**src/rtl/divider_arbiter_pkg.sv**
```systemverilog
// Shared types for the divider arbiter: FSM encoding and width helpers.
package divider_arbiter_pkg;

    typedef enum logic [1:0] {
        S_IDLE  = 2'd0,
        S_START = 2'd1,
        S_WAIT  = 2'd2,
        S_DONE  = 2'd3
    } state_t;

    function automatic int ptr_w(input int m);
        return (m > 1) ? $clog2(m) : 1;
    endfunction

endpackage

```
**src/rtl/rr_priority_picker.sv**
```systemverilog
// Combinational round-robin picker: first set request at or after i_ptr wins.
module rr_priority_picker #(
    parameter int M  = 2,
    parameter int PW = 1
) (
    input  logic [M-1:0]  i_req,
    input  logic [PW-1:0] i_ptr,
    output logic [M-1:0]  o_grant
);

    // Walk from farthest to nearest offset so the nearest set bit overwrites last
    always_comb begin
        o_grant = '0;
        for (int i = M - 1; i >= 0; i--) begin
            if (i_req[(int'(i_ptr) + i) % M]) begin
                o_grant = M'(1) << ((int'(i_ptr) + i) % M);
            end
        end
    end

endmodule

```
**src/rtl/divider_arbiter.sv**
```systemverilog
// Round-robin arbiter sharing one multi-cycle Divider among M requesters.
module divider_arbiter
    import divider_arbiter_pkg::*;
#(
    parameter int N = 4,
    parameter int M = 2
) (
    input  logic           i_clock,
    input  logic           i_reset,
    input  logic [M-1:0]   i_req,
    input  logic [M*N-1:0] i_dividend,
    input  logic [M*N-1:0] i_divisor,
    output logic [M-1:0]   o_grant,
    output logic [M-1:0]   o_done,
    output logic [N-1:0]   o_quotient,
    output logic [N-1:0]   o_remainder,
    output logic           o_undefined,
    output logic           o_div_start,
    output logic [N-1:0]   o_div_dividend,
    output logic [N-1:0]   o_div_divisor,
    input  logic           i_div_finished,
    input  logic [N-1:0]   i_div_quotient,
    input  logic [N-1:0]   i_div_remainder,
    input  logic           i_div_undefined
);

    localparam int PW = ptr_w(M);

    state_t        r_state;
    state_t        w_next;
    logic [PW-1:0] r_ptr;
    logic [M-1:0]  r_grant;
    logic [N-1:0]  r_dvd;
    logic [N-1:0]  r_dvs;
    logic [N-1:0]  r_cap_q;
    logic [N-1:0]  r_cap_r;
    logic          r_cap_u;
    logic [N-1:0]  r_out_q;
    logic [N-1:0]  r_out_r;
    logic          r_out_u;
    logic [M-1:0]  w_pick;
    logic [M-1:0]  w_done;
    logic [N-1:0]  w_dvd;
    logic [N-1:0]  w_dvs;
    logic [PW-1:0] w_owner;
    logic [PW-1:0] w_ptr_next;

    rr_priority_picker #(.M(M), .PW(PW)) u_picker (
        .i_req   (i_req),
        .i_ptr   (r_ptr),
        .o_grant (w_pick)
    );

    always_comb begin
        w_dvd   = '0;
        w_dvs   = '0;
        w_owner = '0;
        for (int k = 0; k < M; k++) begin
            if (w_pick[k]) begin
                w_dvd = i_dividend[k*N +: N];
                w_dvs = i_divisor[k*N +: N];
            end
            if (r_grant[k]) begin
                w_owner = PW'(k);
            end
        end
        w_ptr_next = (w_owner == PW'(M - 1)) ? '0 : w_owner + PW'(1);
    end

    always_comb begin
        w_next = r_state;
        unique case (r_state)
            S_IDLE:  if (|i_req) w_next = S_START;
            S_START: w_next = S_WAIT;
            S_WAIT:  if (i_div_finished) w_next = S_DONE;
            S_DONE:  w_next = S_IDLE;
        endcase
    end

    // A dropped request in DONE suppresses the pulse and the result update
    assign w_done = (r_state == S_DONE) ? (r_grant & i_req) : '0;

    always_ff @(posedge i_clock or negedge i_reset) begin
        if (!i_reset) begin
            r_state <= S_IDLE;
        end else begin
            r_state <= w_next;
        end
    end

    always_ff @(posedge i_clock or negedge i_reset) begin
        if (!i_reset) begin
            r_ptr   <= '0;
            r_grant <= '0;
            r_dvd   <= '0;
            r_dvs   <= '0;
            r_cap_q <= '0;
            r_cap_r <= '0;
            r_cap_u <= 1'b0;
            r_out_q <= '0;
            r_out_r <= '0;
            r_out_u <= 1'b0;
        end else begin
            if (r_state == S_IDLE && |i_req) begin
                r_grant <= w_pick;
                r_dvd   <= w_dvd;
                r_dvs   <= w_dvs;
            end
            if (r_state == S_WAIT && i_div_finished) begin
                r_cap_q <= i_div_quotient;
                r_cap_r <= i_div_remainder;
                r_cap_u <= i_div_undefined;
            end
            if (r_state == S_DONE) begin
                r_grant <= '0;
                r_ptr   <= w_ptr_next;
                if (|w_done) begin
                    r_out_q <= r_cap_q;
                    r_out_r <= r_cap_r;
                    r_out_u <= r_cap_u;
                end
            end
        end
    end

    assign o_grant        = r_grant;
    assign o_done         = w_done;
    assign o_div_start    = (r_state == S_START);
    assign o_div_dividend = r_dvd;
    assign o_div_divisor  = r_dvs;
    assign o_quotient     = (|w_done) ? r_cap_q : r_out_q;
    assign o_remainder    = (|w_done) ? r_cap_r : r_out_r;
    assign o_undefined    = (|w_done) ? r_cap_u : r_out_u;

endmodule

```
**config.mk**
```make
export PLATFORM = sky130hd
export DESIGN_NAME = divider_arbiter
export DESIGN_NICKNAME = d
export VERILOG_FILES = /design/src/rtl/divider_arbiter_pkg.sv /design/src/rtl/rr_priority_picker.sv /design/src/rtl/divider_arbiter.sv
export SDC_FILE = /design/constraint.sdc
export NUM_CORES = 1
export LEC_CHECK = 0
export CAP_MARGIN = 20
export CORE_MARGIN = 5
export CORE_UTILIZATION = 25
export DETAILED_ROUTE_END_ITERATION = 10
export HOLD_SLACK_MARGIN = 0.1
export PLACE_DENSITY = 0.59
export SLEW_MARGIN = 20
export SYNTH_ARGS = -nofsm -noshare
export SYNTH_HDL_FRONTEND = slang
export SYNTH_SLANG_ARGS = --single-unit
export TNS_END_PERCENT = 50
```
**constraint.sdc**
```tcl
create_clock -name i_clock -period 2.27 [get_ports i_clock]
set_input_delay 0.5675 -clock i_clock [delete_from_list [all_inputs] [get_ports i_clock]]
set_output_delay 0.5675 -clock i_clock [all_outputs]
set_load 0.05 [all_outputs]
```
==> summary.md, run 1 <==
| Metric | Value |
|---|---|
| IO Port Bufs | 51 |
| Fin. Hold Viols | 0 |
| DP HPWL | 2680 µm |
| Max transition margin | 65.2% |
| Htree depth | 2 |
| Fillers | 573 |
| Vias per inst | 4.41 |
| Dpl cell area | 2330 µm² |
| Main combinational cell family by area after synthesis | multiplexers |
| Largest net degree at the start of global routing | 32 |
| Util after Layout | 41.4% |
| Worst setup EP type | output port |
| Register area share after synthesis | 50.9% |
| Vias | 1,137 |
| Area Overhead vs Synth | 60.9% |
| Leak | 1.07 nW |
| Power per cell area | 1490 nW/µm² |
| R2R cell count | 6 |
| Number of max-cap violations | 0 |
| HP Class | reg -> reg |
| Global-route wire length before repair | 5870 µm |
| Yosys reg bits | 31 |
| Crit Path Category | reg -> out |
| Run status | finished with violations |
| # hold bufs at CTS | 0 |
| Final worst-path setup slack | -135 ps |
| Worst Max-Slew Pin Slew | 520 ps |
| Synth Cell Area | 1520 µm² |
| Synth Area in Simple Gates | 5.83% |
| Share of cells above drive strength 1 | 38.3% |
| Initial antenna violation count | 0 |
| Worst path required time | 1700 ps |
| Chip Height | 88.0 µm |
| Count of cell types in the netlist | 27 |
| CTS tree | yes |
| Mean post-synth cell area | 13.2 µm² |
| Die area | 7750 µm² |
| Yosys Warn Count | 0 |
| WL/cell | 14.2 µm |
| 1st-iter DRT viols | 32 |
| FMAX | 416 MHz |
| Mux share of post-synthesis cell area | 24.2% |
| Total GRT Usage | 10.2% |
| Crit share post-route | 106% |
| Arrival time worst endpoint | 1840 ps |
| Async set-reset flop share out of synthesis | 100% |
| Final Skew | 4.12 ps |
| Initial cell density of the core | 25.7% |
| # DRC | 0 |
| Xor/xnor share of the synthesized area | 0% |
| Compound-Gate Fraction of Synth Area | 11.8% |
| Peak supply drop | 553 µV |
| WHS Path Cells | 2 |
| # IOs | 52 |
| Vias in the first global route | 1,169 |
| Clk_lat worst skew | 280 ps |
| GRT overflow | 0 |
| DRT Wirelength | 3660 µm |
| Fin Hold WS | 482 ps |
| Drt first pass iters | 4 |
| CP Max Fanout | 5 |
| Worst slack, placed | -338 ps |
| Placeable core region | 5920 µm² |
| Design Area, Final | 2450 µm² |
| Post-layout minimum cycle time | 2400 ps |
| Final Setup Violations | 9 |
| Max Root-Sink Buffers | 2 |
| Antenna-violating nets left | 0 |
| Die X | 88.0 µm |
| Total CTS buffers | 5 |
| Clock Sinks | 31 |
| Root buf cell | clkbuf_8 |
| CTS clk-pin slew, worst paths | 60 ps |
| Post-synthesis cell count | 115 |
| RD Place Congestion | 0.706 |
| # rows | 28 |
| Diodes inserted | 0 |
| Unrepaired setup endpoints after global routing | yes |
| Top FF cell, synth | dfrtp_1 |
| Number of synthesized flops with an enable pin | 0 |
| Failing checks | setup timing |
| Synth Area in Adders | 4.11% |
| Slew Viols, Final | 0 |
| Critical Path Start Type | flop |
| Mapped Nets | 150 |
| Nets | 217 |
cells in the mapped netlist (all sizes together) (2+ instances only):
cell type,count,area share [%]
mux2,28,23
inv,4,0.99
and3,2,1.2
buf,4,1.8
o21ai,9,3.2
ha,5,4.1
nor2,2,0.49
mux2i,2,1.3
dfrtp,31,51
a32oi,8,4.6
nand2,10,2.5
metal layers:
metal / share of wire [%] / track usage (%)
met5: 0 / 0
met4: 2.2 / 4.95
met3: 5.5 / 3.10
met2: 49 / 16.5
met1: 44 / 12.4
registers in the layout (all words and copies together), names as in the netlist, 2 cells and up:
register,flops
o_div_dividend,4
r_state,2
r_out_r,4
r_out_q,4
o_div_divisor,4
o_grant,2
r_cap_r,4
r_cap_q,4
cell type report:
class / instances / area [µm²] / share of cell area (%)
flip-flops and latches: 31 / 776 / 31.7
repair buffers: 64 / 726 / 29.6
multi-input cells: 76 / 722 / 29.5
well taps: 75 / 93.8 / 3.83
clock buffers: 6 / 82.6 / 3.37
clock inverters: 2 / 35.0 / 1.43
inverters: 4 / 15.0 / 0.613
through the flow:
stage	TNS, ps	instances	total power (W)
5_1_grt	-1640	258	0.00386
3_5_place_dp	-3010	249	0.00312
4_1_cts	-1500	257	0.00369
2_1_floorplan	0	115	0.00224
3_3_place_gp	-2940	249	0.00309
6_report	-1070	258	0.00365
where the power goes:
part	internal (W)	total, W	switching (W)
Combinational	0.00102	0.00211	0.00110
Sequential	0.000811	0.000972	0.000161
Clock	0.000355	0.000559	0.000204
final timing paths:
check	from	end	slack (ps)
min in group asynchronous	i_reset	r_cap_r[1]	670
max in group asynchronous	i_reset	o_div_dividend[0]	1300
worst min register to register	o_div_dividend[1]	o_div_dividend[1]	480
worst min-delay path	o_div_dividend[1]	o_div_dividend[1]	480
worst max register to register	r_state[1]	r_out_r[3]	540
worst max-delay path	r_state[1]	o_remainder[2]	-130
worst max-delay path: stages (launching register included):
cell	delay [ps]
dfrtp_1	410
ha_2	200
and3_4	180
or2_4	280
mux2_4	330
buf_12	150
cells in the final DEF, fill, tap and decap left out:
master	count
buf_4	13
a21boi_2	1
a21oi_1	1
nor2b_1	1
and3_4	2
mux2i_1	2
dlygate4sd2_1	2
nor2_1	2
buf_12	12
nand2_1	10
dfrtp_1	31
a41oi_4	1
clkinv_2	1
o22a_1	1
inv_1	4
ha_2	2
or2_4	2
clkbuf_8	6
ha_1	3
mux2_2	19
bufinv_16	1
nand2b_1	1
o21ai_0	8
nand3b_1	1
a32oi_1	8
o2111ai_1	1
mux2_4	9
clkdlybuf4s50_1	37
o21ai_2	1
cell families after synthesis:
kind of cell / count (synthesis)
multiplexers: 30
AO/OA/AOI/OAI: 22
adder cells (fa/ha/maj): 5
flip-flops: 31
buffers and inverters: 9
AND/OR/NAND/NOR: 18
timing repair:
item                                    CTS  global route
endpoints found under the setup margin    9             9
gates cloned                              1             0
resized for setup                         5             0
buffers inserted                          0             1
pin swaps                                 3             3
Note: power is estimated with default switching activity, not from simulation.
==> run 2, diff against run 1 <==
--- a/config.mk
+++ b/config.mk
@@ -7,10 +7,10 @@
 export LEC_CHECK = 0
 export CAP_MARGIN = 20
 export CORE_MARGIN = 5
-export CORE_UTILIZATION = 25
+export CORE_UTILIZATION = 42
 export DETAILED_ROUTE_END_ITERATION = 10
 export HOLD_SLACK_MARGIN = 0.1
-export PLACE_DENSITY = 0.59
+export PLACE_DENSITY = 0.85
 export SLEW_MARGIN = 20
 export SYNTH_ARGS = -nofsm -noshare
 export SYNTH_HDL_FRONTEND = slang
==> summary.md, run 2 (synthesis gave the netlist of run 1 again) <==
| Metric | Value |
|---|---|
| Most common cell after layout, fill and taps aside | clkdlybuf4s50_1 |
| Power per cell area | 1460 nW/µm² (-2.2%) |
| Max Root-Sink Buffers | 2 (unchanged) |
| Multi-input gate area | 722 µm² (unchanged) |
| Sequential power share | 28.5% (+1.9 points) |
| Chip Height | 70.2 µm (-20%) |
| Fillers | 248 (-57%) |
| Worst Max-Slew Pin Slew | 513 ps (-7.09 ps) |
| Share of cells above drive strength 1 | 38.9% (+0.67 points) |
| # rows | 21 (-25%) |
| Largest net degree at the start of global routing | 32 (unchanged) |
| Dpl cell area | 2270 µm² (-2.7%) |
| Diodes inserted | 0 (unchanged) |
| FMAX | 404 MHz (-2.8%) |
| Clk_lat worst skew | 330 ps (+50 ps) |
| Placeable core region | 3420 µm² (-42%) |
| Critical path origin | r_state[1] |
| Initial cell density of the core | 44.6% (+19 points) |
| DRT Wirelength | 3620 µm (-1.2%) |
| Failing checks | setup timing |
| Post-layout minimum cycle time | 2480 ps (+70.4 ps) |
| Most frequent cells in the layout | 36 x clkdlybuf4s50_1, 31 x dfrtp_1, 19 x mux2_2 |
| WHS Path Cells | 2 (unchanged) |
| Nets | 219 (+0.92%) |
| HP Class | reg -> reg |
| Worst path required time | 1700 ps (about the same) |
| Arrival time worst endpoint | 1910 ps (+70 ps) |
| # IOs | 52 (unchanged) |
| DP HPWL | 2710 µm (+1.2%) |
| Leak | 1.06 nW (-0.83%) |
| Design Area, Final | 2350 µm² (-3.9%) |
| Vias per inst | 5.07 (+15%) |
| Unrepaired setup endpoints after global routing | yes |
| R2R setup slack | 470 ps (-70 ps) |
| Clock Sinks | 31 (unchanged) |
| Slew Viols, Final | 0 (unchanged) |
| Total negative slack | -1720 ps (-651 ps) |
| Die X | 70.2 µm (-20%) |
| Comb power frac | 62.7% (+4.7 points) |
| Critical Path Start Type | flop |
| Finished Layout Cells | 231 (-10%) |
| Final Setup Violations | 9 (unchanged) |
| CTS tree | yes |
| Crit Reg-Reg Endpoint | r_out_q[1] |
| Hold Crit Start | o_div_dividend[2] |
| Max transition margin | 65.7% (+0.47 points) |
| Final worst-path setup slack | -205 ps (-70.4 ps) |
| Worst Setup EP | o_quotient[2] |
| Antenna-violating nets left | 0 (unchanged) |
| GRT overflow | 0 (unchanged) |
| Run status | finished with violations |
| Switching Power | 0.00147 W (+0.38%) |
| Area Overhead vs Synth | 54.6% |
| Final Skew | 5.38 ps (+1.25 ps) |
| Fin. Hold Viols | 0 (unchanged) |
| Cell Int Power | 0.00196 W (-10%) |
| # hold bufs at CTS | 0 (unchanged) |
| CTS clk-pin slew, worst paths | 100 ps (+40 ps) |
| CP Max Fanout | 5 (unchanged) |
| Post-Place Cells | 218 (-12%) |
| Htree depth | 2 (unchanged) |
| Vias | 1,172 (+3.1%) |
| Crit Path Category | reg -> out |
| Total GRT Usage | 16.4% (+6.2 points) |
| Number of max-cap violations | 0 (unchanged) |
| R2R cell count | 5 (-1) |
| 1st-iter DRT viols | 48 (+50%) |
| Clock Power Share | 8.8% (-6.5 points) |
| Crit share post-route | 109% (+3.1 points) |
| Initial antenna violation count | 0 (unchanged) |
| Total CTS buffers | 5 (unchanged) |
| Worst slack, placed | -352 ps (-13.3 ps) |
| Drt first pass iters | 4 (unchanged) |
| Switching part of the total | 42.9% (+2.7 points) |
| Seq. cell area | 776 µm² (unchanged) |
| Die area | 4930 µm² (-36%) |
| WL/cell | 15.7 µm (+10%) |
| Worst reg2reg startpoint | r_state[1] |
| # DRC | 0 (unchanged) |
| Worst setup EP type | output port |
| Root buf cell | clkbuf_4 |
| IO Port Bufs | 51 (unchanged) |
| Global-route wire length before repair | 6310 µm (+7.6%) |
| Vias in the first global route | 1,285 (+9.9%) |
| RD Place Congestion | 0.818 (+16%) |
| Peak supply drop | 833 µV (+51%) |
## run 2: changes by cell type in the layout (fill, tap and decap cells not counted), sizes merged
cell           change
buf                +2
bufinv             -1
clkbuf             -1
clkdlybuf4s50      -1
clkinv             +2
dlymetal6s2s       +1
## run 2: routing by layer
layer	wire length [µm]	global-route usage, %
met2	1940	28.9
met4	66	5.32
met1	1430	18.8
met5	0	0
met3	180	5.31
## run 2: area by class of cell
class                           instances  share of cell area (%)
Inverter                                4                   0.638
Clock buffer                            5                    1.59
Timing Repair Buffer                   66                    31.0
Tap cell                               46                    2.45
Sequential cell                        31                    33.0
Multi-Input combinational cell         76                    30.7
Clock inverter                          3                   0.638
## run 2: critical path, stage by stage, from the launching register on
cell and delay, ps:
dfrtp_1 420, ha_2 200, and3_4 190, or2_4 300
mux2_4 320, buf_12 150
## run 2: power by group through the flow
| stage | logic, W | registers [W] | clock network (W) |
|---|---|---|---|
| 4_1_cts | 0.00214 | 0.000975 | 0.000312 |
| 2_1_floorplan | 0.00106 | 0.00119 | 0 |
| 5_1_grt | 0.00228 | 0.00101 | 0.000335 |
| 6_report | 0.00215 | 0.000977 | 0.000301 |
| 3_3_place_gp | 0.00205 | 0.000968 | 0 |
| 3_5_place_dp | 0.00211 | 0.000985 | 0 |
## run 2: stage by stage
stage	hold WS [ps]	utilization, %	power, W
floorplan	272	-	0.00224
global placement	469	66.4	0.00302
detailed placement	470	66.4	0.00310
CTS	493	68.2	0.00343
global route	519	68.9	0.00363
finish	488	68.9	0.00342
## run 2: how the worst min path moves through the flow
stage | slack [ps] | endpoint
floorplan | 270 | o_div_dividend[0]
global placement | 470 | o_div_dividend[2]
detailed placement | 470 | o_div_dividend[2]
CTS | 490 | o_div_dividend[2]
global route | 520 | o_div_dividend[2]
finish | 490 | o_div_dividend[2]
## run 2: timing repair
| item | CTS | global route |
|---|---|---|
| cloned | 1 | 0 |
| resized for setup | 5 | 1 |
| pin swaps | 2 | 2 |
| setup buffers | 2 | 3 |
| hold endpoints to repair | 0 | 0 |
| endpoints found under the setup margin | 9 | 10 |
==> run 3, diff against run 2 <==
--- a/config.mk
+++ b/config.mk
@@ -5,7 +5,7 @@
 export SDC_FILE = /design/constraint.sdc
 export NUM_CORES = 1
 export LEC_CHECK = 0
-export CAP_MARGIN = 20
+export CAP_MARGIN = 40
 export CORE_MARGIN = 5
 export CORE_UTILIZATION = 42
 export DETAILED_ROUTE_END_ITERATION = 10
@@ -14,5 +14,5 @@
 export SLEW_MARGIN = 20
 export SYNTH_ARGS = -nofsm -noshare
 export SYNTH_HDL_FRONTEND = slang
+export SYNTH_HIERARCHICAL = 1
 export SYNTH_SLANG_ARGS = --single-unit
-export TNS_END_PERCENT = 50
==> summary.md, run 3 <==
| Metric | Value |
|---|---|
| Run status | complete, no violations |
| Diodes inserted | 0 (unchanged) |
| Worst path required time | 1700 ps (about the same) |
| Yosys Warn Count | 6 (+6) |
| Worst setup EP type | output port |
| Largest net degree at the start of global routing | 32 (unchanged) |
| Root buf cell | clkbuf_4 |
| Area leader, netlist | dfrtp_1 |
| Mapped Nets | 149 (-0.67%) |
| HP Class | reg -> reg |
| Count leader, synth | dfrtp_1 |
| Area Overhead vs Synth | 50.0% |
| Top FF cell, synth | dfrtp_1 |
| Antenna-violating nets left | 0 (unchanged) |
| Most frequent cells in the layout | 37 x clkdlybuf4s50_1, 31 x dfrtp_1, 18 x mux2_2 |
| Crit Path Category | in -> out |
| Synth Cell Area | 1500 µm² (-1.4%) |
| Nets | 217 (-0.91%) |
| R2R cell count | 4 (-1) |
| Multi-input gate area | 708 µm² (-1.9%) |
| Clk_lat worst skew | 320 ps (about the same) |
| Crit share post-route | 98.5% (-10 points) |
| Mean post-synth cell area | 13.1 µm² (-1.4%) |
| FMAX | 447 MHz (+11%) |
| Fillers | 248 (unchanged) |
| GRT overflow | 0 (unchanged) |
| Htree depth | 2 (unchanged) |
| Fin Hold WS | 501 ps (+12.3 ps) |
| CTS tree | yes |
| Critical Path Start Type | input port |
| Worst Max-Slew Pin Slew | 529 ps (+16.2 ps) |
| Drt first pass iters | 4 (unchanged) |
| Most frequent cells after synthesis | 31 x dfrtp_1, 18 x mux2_2, 10 x mux2_4 |
| Die area | 4870 µm² (-1.2%) |
| Slew Viols, Final | 0 (unchanged) |
| Final Setup Violations | 0 (-9) |
| Leak | 1.06 nW (+0.40%) |
| Vias per inst | 4.96 (-2.3%) |
| Yosys top cell area share | 51.7% (+0.72 points) |
| # IOs | 52 (unchanged) |
| DP HPWL | 2650 µm (-2.4%) |
| Unrepaired setup endpoints after global routing | no |
| DRT Wirelength | 3570 µm (-1.3%) |
| Number of synthesized flops with an enable pin | 0 (unchanged) |
| Die X | 69.8 µm (-0.60%) |
| Chip Height | 69.8 µm (-0.60%) |
| Global-route wire length before repair | 5920 µm (-6.2%) |
| RD Place Congestion | 0.803 (-1.9%) |
| Total negative slack | 0 ps (+1720 ps) |
| WL/cell | 15.6 µm (-0.41%) |
| Count of cell types in the netlist | 23 (-15%) |
| CTS clk-pin slew, worst paths | 90 ps (about the same) |
| Seq. cell area | 776 µm² (unchanged) |
| Placeable core region | 3390 µm² (-0.77%) |
| Power per cell area | 1490 nW/µm² (+2.1%) |
| Arrival time worst endpoint | 1670 ps (-240 ps) |
| IO Port Bufs | 51 (unchanged) |
| Share of cells above drive strength 1 | 36.1% (-2.9 points) |
| Total chip power | 0.00335 W (-2.3%) |
| 1st-iter DRT viols | 31 (-35%) |
| Max Root-Sink Buffers | 2 (unchanged) |
| Total GRT Usage | 15.4% (-1.0 points) |
| Initial cell density of the core | 44.3% (-0.28 points) |
| WHS Path Cells | 2 (unchanged) |
| # DRC | 0 (unchanged) |
| # rows | 21 (unchanged) |
| Synth top area cells | dfrtp_1 52%, mux2_2 14%, mux2_4 10% |
| Vias in the first global route | 1,240 (-3.5%) |
| Number of max-cap violations | 0 (unchanged) |
| Clock Sinks | 31 (unchanged) |
| Yosys reg bits | 31 (unchanged) |
| Fin. Hold Viols | 0 (unchanged) |
| Post-layout minimum cycle time | 2240 ps (-238 ps) |
| Final Skew | 2.30 ps (-3.07 ps) |
| Post-synthesis cell count | 115 (unchanged) |
| Peak supply drop | 611 µV (-27%) |
| Total CTS buffers | 5 (unchanged) |
| # hold bufs at CTS | 0 (unchanged) |
| Vias | 1,135 (-3.2%) |
| Async set-reset flop share out of synthesis | 100% (unchanged) |
| Register area share after synthesis | 51.7% (+0.72 points) |
| Initial antenna violation count | 0 (unchanged) |
| CP Max Fanout | 7 (+2) |
| Max transition margin | 64.6% (-1.1 points) |
| Most common cell after layout, fill and taps aside | clkdlybuf4s50_1 |
## run 3: worst max-delay path: stages
cell           delay, ps
dlygate4sd2_1        250
a22o_4               260
nand2_8              120
mux2_4               320
buf_8                150
## run 3: logic make-up (layout without fill, tap and decap cells)
group | count (synthesis) | count (layout) | share of synthesized area [%]
compound gates | 22 | 22 | 10.2
fa+ha+maj | 4 | 4 | 3.33
buf+inv | 9 | 76 | 3.33
flops | 31 | 31 | 51.7
mux | 31 | 31 | 25.5
simple gates | 18 | 19 | 6.00
## run 3: final cells by class
cell class	instances	share of cell area (%)
clock inverter	1	0.222
multi-input combinational	76	31.4
clock buffer	6	2.28
inverter	4	0.667
tap	46	2.56
timing repair buffer	65	28.4
sequential	31	34.4
## run 3: metrics by stage
step | worst slack, ps | std cells | cell area [µm²] | util (%)
6_report | 33.1 | 229 | 2250 | 66.4
4_1_cts | 26.8 | 228 | 2240 | 66.2
3_3_place_gp | -276 | 216 | 2100 | 61.9
2_1_floorplan | 163 | 115 | 1500 | -
3_5_place_dp | -311 | 216 | 2100 | 61.9
5_1_grt | 1.88 | 229 | 2250 | 66.4
## run 3: final timing paths
| kind | start | endpoint | slack, ps |
|---|---|---|---|
| worst max-delay path | i_req[0] | o_undefined | 30 |
| worst min-delay path | o_div_divisor[2] | o_div_divisor[2] | 500 |
| worst max register to register | r_state[0] | r_cap_q[0] | 660 |
| worst min register to register | o_div_divisor[2] | o_div_divisor[2] | 500 |
| max in group asynchronous | i_reset | r_cap_q[0] | 1350 |
| min in group asynchronous | i_reset | r_cap_q[3] | 630 |
## run 3: routing by layer
metal	vias to the layer above	track usage [%]	share of wire (%)
met4	0	7.02	1.8
met2	37	28.1	55
li1	539	-	-
met5	-	0	0
met3	8	4.93	5.3
met1	551	15.9	38
## run 3: what timing repair did
action / in CTS / in global routing
gates cloned: 1 / 0
endpoints found under the hold margin: 0 / 0
setup endpoints to repair: 9 / 9
pin swaps: 1 / 0
setup buffers: 4 / 1
gates resized for setup: 14 / 0
## run 3: power breakdown
group          leakage (nW)  switching, W  total (W)  internal, W
clock                0.0341      0.000182   0.000325     0.000143
sequential            0.381      0.000202    0.00103     0.000827
combinational         0.649       0.00112    0.00199     0.000871
total                  1.06       0.00150    0.00335      0.00184
